--- src/rtl/bram_sector_server.sv ---
// Responder for the 512-byte sector handshake: serves sector reads/writes one word
// at a time from a word-addressed backing store behind a toggle req/ack port.
module bram_sector_server #(
   parameter int          LBA_W   = 7,
   parameter int          SECTORS = 128,
   parameter logic [24:0] BASE    = 25'h1000000
) (
   input  logic        clk_sys,
   input  logic        RESET_N,
   input  logic [31:0] sd_lba,
   input  logic        sd_rd,
   input  logic        sd_wr,
   output logic        sd_ack,
   output logic [7:0]  sd_buff_addr,
   output logic [15:0] sd_buff_dout,
   output logic        sd_buff_wr,
   input  logic [15:0] sd_buff_din,
   output logic [24:0] mem_addr,
   output logic [15:0] mem_din,
   output logic        mem_we,
   output logic        mem_req,
   input  logic        mem_ack,
   input  logic [15:0] mem_dout,
   output logic        busy
);

   typedef enum logic [3:0] {
      IDLE, RD_REQ, RD_WAIT, RD_PUT, WR_ADDR, WR_LAT, WR_REQ, WR_WAIT, DONE
   } state_e;

   state_e           state_q;
   logic [LBA_W-1:0] lba_q;
   logic             oor_q;
   logic [7:0]       word_q;
   logic             lat_q;
   logic             ack_q, buff_wr_q, we_q, req_q;
   logic [7:0]       baddr_q;
   logic [15:0]      dout_q, din_q;
   logic [24:0]      addr_q;
   logic [24:0]      word_addr;

   assign word_addr    = BASE + 25'({lba_q, word_q});
   assign sd_ack       = ack_q;
   assign sd_buff_addr = baddr_q;
   assign sd_buff_dout = dout_q;
   assign sd_buff_wr   = buff_wr_q;
   assign mem_addr     = addr_q;
   assign mem_din      = din_q;
   assign mem_we       = we_q;
   assign mem_req      = req_q;
   assign busy         = (state_q != IDLE);

   always_ff @(posedge clk_sys or negedge RESET_N) begin
      if (!RESET_N) begin
         state_q   <= IDLE;
         lba_q     <= '0;
         oor_q     <= 1'b0;
         word_q    <= 8'd0;
         lat_q     <= 1'b0;
         ack_q     <= 1'b0;
         buff_wr_q <= 1'b0;
         we_q      <= 1'b0;
         req_q     <= 1'b0;
         baddr_q   <= 8'd0;
         dout_q    <= 16'd0;
         din_q     <= 16'd0;
         addr_q    <= 25'd0;
      end else begin
         buff_wr_q <= 1'b0;
         case (state_q)
            IDLE: begin
               // Read has priority when both request levels are up.
               if (sd_rd || sd_wr) begin
                  lba_q   <= sd_lba[LBA_W-1:0];
                  oor_q   <= (sd_lba >= 32'(SECTORS));
                  word_q  <= 8'd0;
                  ack_q   <= 1'b1;
                  state_q <= sd_rd ? RD_REQ : WR_ADDR;
               end
            end
            RD_REQ: begin
               if (oor_q) begin
                  dout_q  <= 16'd0;
                  state_q <= RD_PUT;
               end else begin
                  we_q    <= 1'b0;
                  addr_q  <= word_addr;
                  req_q   <= ~req_q;
                  state_q <= RD_WAIT;
               end
            end
            RD_WAIT: begin
               if (mem_ack == req_q) begin
                  dout_q  <= mem_dout;
                  state_q <= RD_PUT;
               end
            end
            RD_PUT: begin
               baddr_q   <= word_q;
               buff_wr_q <= 1'b1;
               if (word_q == 8'hFF) begin
                  ack_q   <= 1'b0;
                  state_q <= DONE;
               end else begin
                  word_q  <= word_q + 8'd1;
                  state_q <= RD_REQ;
               end
            end
            WR_ADDR: begin
               baddr_q <= word_q;
               lat_q   <= 1'b0;
               state_q <= WR_LAT;
            end
            // Initiator buffer data lands two cycles after the address moves.
            WR_LAT: begin
               if (lat_q) begin
                  din_q   <= sd_buff_din;
                  state_q <= WR_REQ;
               end else begin
                  lat_q <= 1'b1;
               end
            end
            WR_REQ: begin
               if (!oor_q) begin
                  we_q    <= 1'b1;
                  addr_q  <= word_addr;
                  req_q   <= ~req_q;
                  state_q <= WR_WAIT;
               end else if (word_q == 8'hFF) begin
                  ack_q   <= 1'b0;
                  state_q <= DONE;
               end else begin
                  word_q  <= word_q + 8'd1;
                  state_q <= WR_ADDR;
               end
            end
            WR_WAIT: begin
               if (mem_ack == req_q) begin
                  if (word_q == 8'hFF) begin
                     ack_q   <= 1'b0;
                     state_q <= DONE;
                  end else begin
                     word_q  <= word_q + 8'd1;
                     state_q <= WR_ADDR;
                  end
               end
            end
            DONE: begin
               ack_q   <= 1'b0;
               state_q <= IDLE;
            end
            default: state_q <= IDLE;
         endcase
      end
   end

endmodule

--- config.mk ---
export PLATFORM = sky130hd
export DESIGN_NAME = bram_sector_server
export DESIGN_NICKNAME = d
export VERILOG_FILES = /design/src/rtl/bram_sector_server.sv
export SDC_FILE = /design/constraint.sdc
export NUM_CORES = 1
export LEC_CHECK = 0
export CAP_MARGIN = 20
export CORE_MARGIN = 5
export CORE_UTILIZATION = 40
export DETAILED_ROUTE_END_ITERATION = 7
export PLACE_DENSITY = 0.77
export SETUP_SLACK_MARGIN = 0.1
export SLEW_MARGIN = 20
export SYNTH_ARGS = -nofsm -noshare
export SYNTH_HDL_FRONTEND = slang
export SYNTH_SLANG_ARGS = --single-unit
--- constraint.sdc ---
create_clock -name clk_sys -period 1.4 [get_ports clk_sys]
set_input_delay 0.28 -clock clk_sys [delete_from_list [all_inputs] [get_ports clk_sys]]
set_output_delay 0.28 -clock clk_sys [all_outputs]
set_load 0.01 [all_outputs]
==> reports/qor.tcl <==
set qor(numCtsBuffers) 9
set qor(synthFlopType) {sky130_fd_sc_hd__dfrtp_1}
set qor(clock_sink_count) 81
set qor(io-pin-count) 139
set qor(max_cap_violations) 0
set qor(setup-violations-final) 79
set qor(fp.dieH_um) 105
set qor(cts_tree) {yes}
set qor(h_tree_depth_reported_by_cts) 3
set qor(power.switching_fraction_pct) 35.7
set qor(cell_internal_pwr_mw) 6.95
set qor(seq_area_sq_mm) 0.00203
set qor(drcViolationCount) 0
set qor(fp.coreArea_sq_mm) 0.00876
set qor(die_area_sq_mm) 0.0110
set qor(n_antenna_cell) 0
set qor(synth_seq_area_share_pct) 56.3
set qor(syn_avg_cell_area_sq_um) 11.4
set qor(clockPowerShare_pct) 14.9
set qor(synthArstFlopShare_pct) 100
set qor(synth.area.top_cells) {sky130_fd_sc_hd__dfrtp_1 56%, sky130_fd_sc_hd__mux2_1 8.1%, sky130_fd_sc_hd__mux2_2 6.6%}
set qor(hp-class) {in2async}
set qor(critical_path.endpoint_type) {flip-flop}
set qor(gp_routability_congestion) 0.879
set qor(start_util_pct) 41.1
set qor(numPlacedInstances) 591
set qor(final_period_minus_worst_setup_slack_ps) 1670
set qor(place.port_buffers) 129
set qor(postSynthRegisterBits) 81
set qor(yosys_warnings) 0
set qor(track_usage_pct) 19.5
set qor(arrival_ps) 1900
set qor(share_seq_of_total_power_pct) 33.9
set qor(comb_power_share_pct) 51.1
set qor(synth_cell_type_count) 43
set qor(synth_cell_area_sq_mm) 0.00360
set qor(firstDrtPassIters) 4
set qor(cp-start-kind) {flip-flop}
set qor(crit_fanout) 5
set qor(die_x_um) 105
set qor(fin_nets) 594
set qor(postRouteWirelength_um) 11100
set qor(violations) {negative setup slack}
set qor(finish.cell_count_without_fillers) 637
set qor(row_count) 34
set qor(layout_setup_ws_ps) -266
set qor(vias_in_the_first_global_route) 3549
set qor(avgRoutedWirePerCell_um) 17.4
set qor(clk_transition_reported_paths_ps) 90
set qor(syn_inst) 317
set qor(synth_to_final_area_change_pct) 69.0
set qor(initial_antenna_violation_count) 0
set qor(power_switching_mw) 3.86
set qor(grt.overflow.total) 0
set qor(postRouteAntennaNets) 0
set qor(fin_skew_ps) 13.5
set qor(max-clock-path-buffers) 2
set qor(worst-endpoint-required_ps) 1630
set qor(critical_path_class) {reg2reg}
set qor(netlist.top_cell.by_area) {sky130_fd_sc_hd__dfrtp_1}
set qor(synth_edf_count) 0
set qor(clk_latency_ps) 350
set qor(via_per_inst) 5.11
set qor(route.vias.total) 3252
set qor(timing_max_transition_violations_final) 0
set qor(p_leak_nw) 2.88
set qor(max_vdd_drop_mv) 0.961
set qor(detailedRoute.firstIterationViolations) 157
set qor(clk_root_buf) {sky130_fd_sc_hd__clkbuf_8}
set qor(rsz0062_at_grt) {true}
set qor(synth_largest_type_area_fraction_pct) 56.3
set qor(post_place_setup_slack_ps) -519
set qor(grt_max_degree) 34
set qor(post_route_cells_drive_above_1_share_pct) 44.2
set qor(grt_first_pass_wirelength_um) 17600
set qor(fill_cells) 620
set qor(timing.fmax_mhz) 600
set qor(status) {complete, but fails checks}
set qor(detailed_place_hpwl_um) 7050
set qor(hold_violations) 0
set qor(pwr_density_cell_mw_per_mm2) 1780
set qor(min_period_over_period_pct) 119
set qor(multi_input_comb_area_sq_mm) 0.00183
set qor(report.power.total_mw) 10.8
cell type report:
type	instances	share of cell area [%]
timing repair buffer	208	30.8
clock buffer	10	2.26
sequential	81	33.4
multi-input combinational	217	30.1
inverter	7	0.432
tap	108	2.22
clock inverter	6	0.802
timing repair:
item,4_1_cts,5_1_grt
endpoints found under the setup margin,139,119
setup buffers,17,7
cloned,4,2
hold buffers,1,0
pin swaps,9,13
endpoints found under the hold margin,22,0
resized for setup,183,70
per-stage QoR:
stage / cell area, sq um / TNS, ps / hold WS [ps] / util, %
3_3_place_gp: 5440 / -19200 / 211 / 62.0
4_1_cts: 6060 / -11680 / 358 / 69.1
3_5_place_dp: 5440 / -22040 / 212 / 62.0
2_1_floorplan: 3740 / -3460 / -15.6 / -
5_1_grt: 6090 / -16200 / 393 / 69.4
6_report: 6090 / -11720 / 379 / 69.4
metal layers:
layer | vias up | global-route usage, % | wire length (um)
li1 | 1508 | - | -
met1 | 1588 | 23.4 | 4450
met2 | 136 | 33.3 | 5700
met3 | 20 | 6.04 | 751
met4 | 0 | 6.85 | 172
met5 | - | 0 | 0
cells in the mapped netlist, types with 2 or more instances:
| cell type | n |
|---|---|
| sky130_fd_sc_hd__nor2b_1 | 2 |
| sky130_fd_sc_hd__nor3_1 | 5 |
| sky130_fd_sc_hd__dfrtp_1 | 81 |
| sky130_fd_sc_hd__or3_1 | 2 |
| sky130_fd_sc_hd__o21ai_0 | 11 |
| sky130_fd_sc_hd__xor2_1 | 2 |
| sky130_fd_sc_hd__nand2_1 | 44 |
| sky130_fd_sc_hd__a21oi_1 | 5 |
| sky130_fd_sc_hd__nand3_1 | 5 |
| sky130_fd_sc_hd__clkbuf_1 | 4 |
| sky130_fd_sc_hd__o31ai_1 | 9 |
| sky130_fd_sc_hd__nor4_1 | 5 |
| sky130_fd_sc_hd__mux2_1 | 26 |
| sky130_fd_sc_hd__nor2_1 | 15 |
| sky130_fd_sc_hd__buf_4 | 9 |
| sky130_fd_sc_hd__inv_1 | 6 |
| sky130_fd_sc_hd__and3_1 | 4 |
| sky130_fd_sc_hd__nand2b_1 | 5 |
| sky130_fd_sc_hd__mux2_2 | 21 |
| sky130_fd_sc_hd__a31oi_1 | 3 |
| sky130_fd_sc_hd__buf_2 | 8 |
| sky130_fd_sc_hd__xnor2_1 | 2 |
| sky130_fd_sc_hd__o21ai_1 | 22 |
| sky130_fd_sc_hd__a21o_1 | 2 |
power by group through the flow:
stage	clock [mW]	sequential, mW	combinational (mW)
CTS	1.66	3.66	5.15
detailed placement	0	3.69	4.52
global route	1.77	3.78	5.90
finish	1.61	3.67	5.53
global placement	0	3.65	4.42
floorplan	0	3.94	1.94
final timing paths:
| kind | from | endpoint | slack [ps] | cells after the start |
|---|---|---|---|---|
| setup / recovery | state_q[0]$_DFFE_PN0P_ | mem_addr[10]$_DFFE_PN0P_ | -270 | 8 |
| hold / removal | RESET_N | sd_buff_addr[0]$_DFFE_PN0P_ | 380 | 2 |
| setup reg to reg | state_q[0]$_DFFE_PN0P_ | mem_addr[10]$_DFFE_PN0P_ | -270 | 8 |
| hold reg to reg | sd_buff_dout[1]$_DFFE_PN0P_ | sd_buff_dout[1]$_DFFE_PN0P_ | 490 | 2 |
| max in group asynchronous | RESET_N | mem_addr[11]$_DFFE_PN0P_ | 500 | 3 |
| min in group clk_sys | mem_dout[3] | sd_buff_dout[3]$_DFFE_PN0P_ | 460 | 3 |
registers in the layout, summed over array words and instances, names as in the netlist:
register,flops
oor_q,1
sd_buff_addr,8
mem_addr,16
sd_buff_wr,1
mem_we,1
lba_q,7
mem_req,1
mem_din,16
sd_buff_dout,16
state_q,4
word_q,8
lat_q,1
sd_ack,1
placed cells by master (no fill, tap or decap), drive strengths merged, types with 9 or more instances in the layout:
master and count:
clkdlybuf4s50 67, clkbuf 50, clkdlybuf4s15 20, o21ai 33, nand2 45, o31ai 9
inv 10, dfrtp 81, buf 80, mux2 47, nor2 17, conb 9
kinds of logic (layout without fill, tap and decap cells):
| kind of cell | Yosys count | count (layout) | share of synthesized area, % |
|---|---|---|---|
| fa+ha+maj | 1 | 1 | 0.347 |
| buf+inv | 28 | 231 | 4.13 |
| mux | 47 | 47 | 14.7 |
| simple gates | 96 | 96 | 13.0 |
| other cells | 1 | 9 | 0.104 |
| flops | 81 | 81 | 56.3 |
| compound gates | 59 | 60 | 10.5 |
| xor+xnor | 4 | 4 | 0.973 |
critical path, cell delays in order, from the launching register on:
cell and delay, ps:
sky130_fd_sc_hd__dfrtp_2 430, sky130_fd_sc_hd__buf_6 150, sky130_fd_sc_hd__buf_6 120, sky130_fd_sc_hd__nor2b_4 100, sky130_fd_sc_hd__nand2_1 60, sky130_fd_sc_hd__o21ai_2 80, sky130_fd_sc_hd__nand2_4 130, sky130_fd_sc_hd__buf_12 170
sky130_fd_sc_hd__mux2_4 290
No activity file was read; power rests on OpenSTA's default activity.
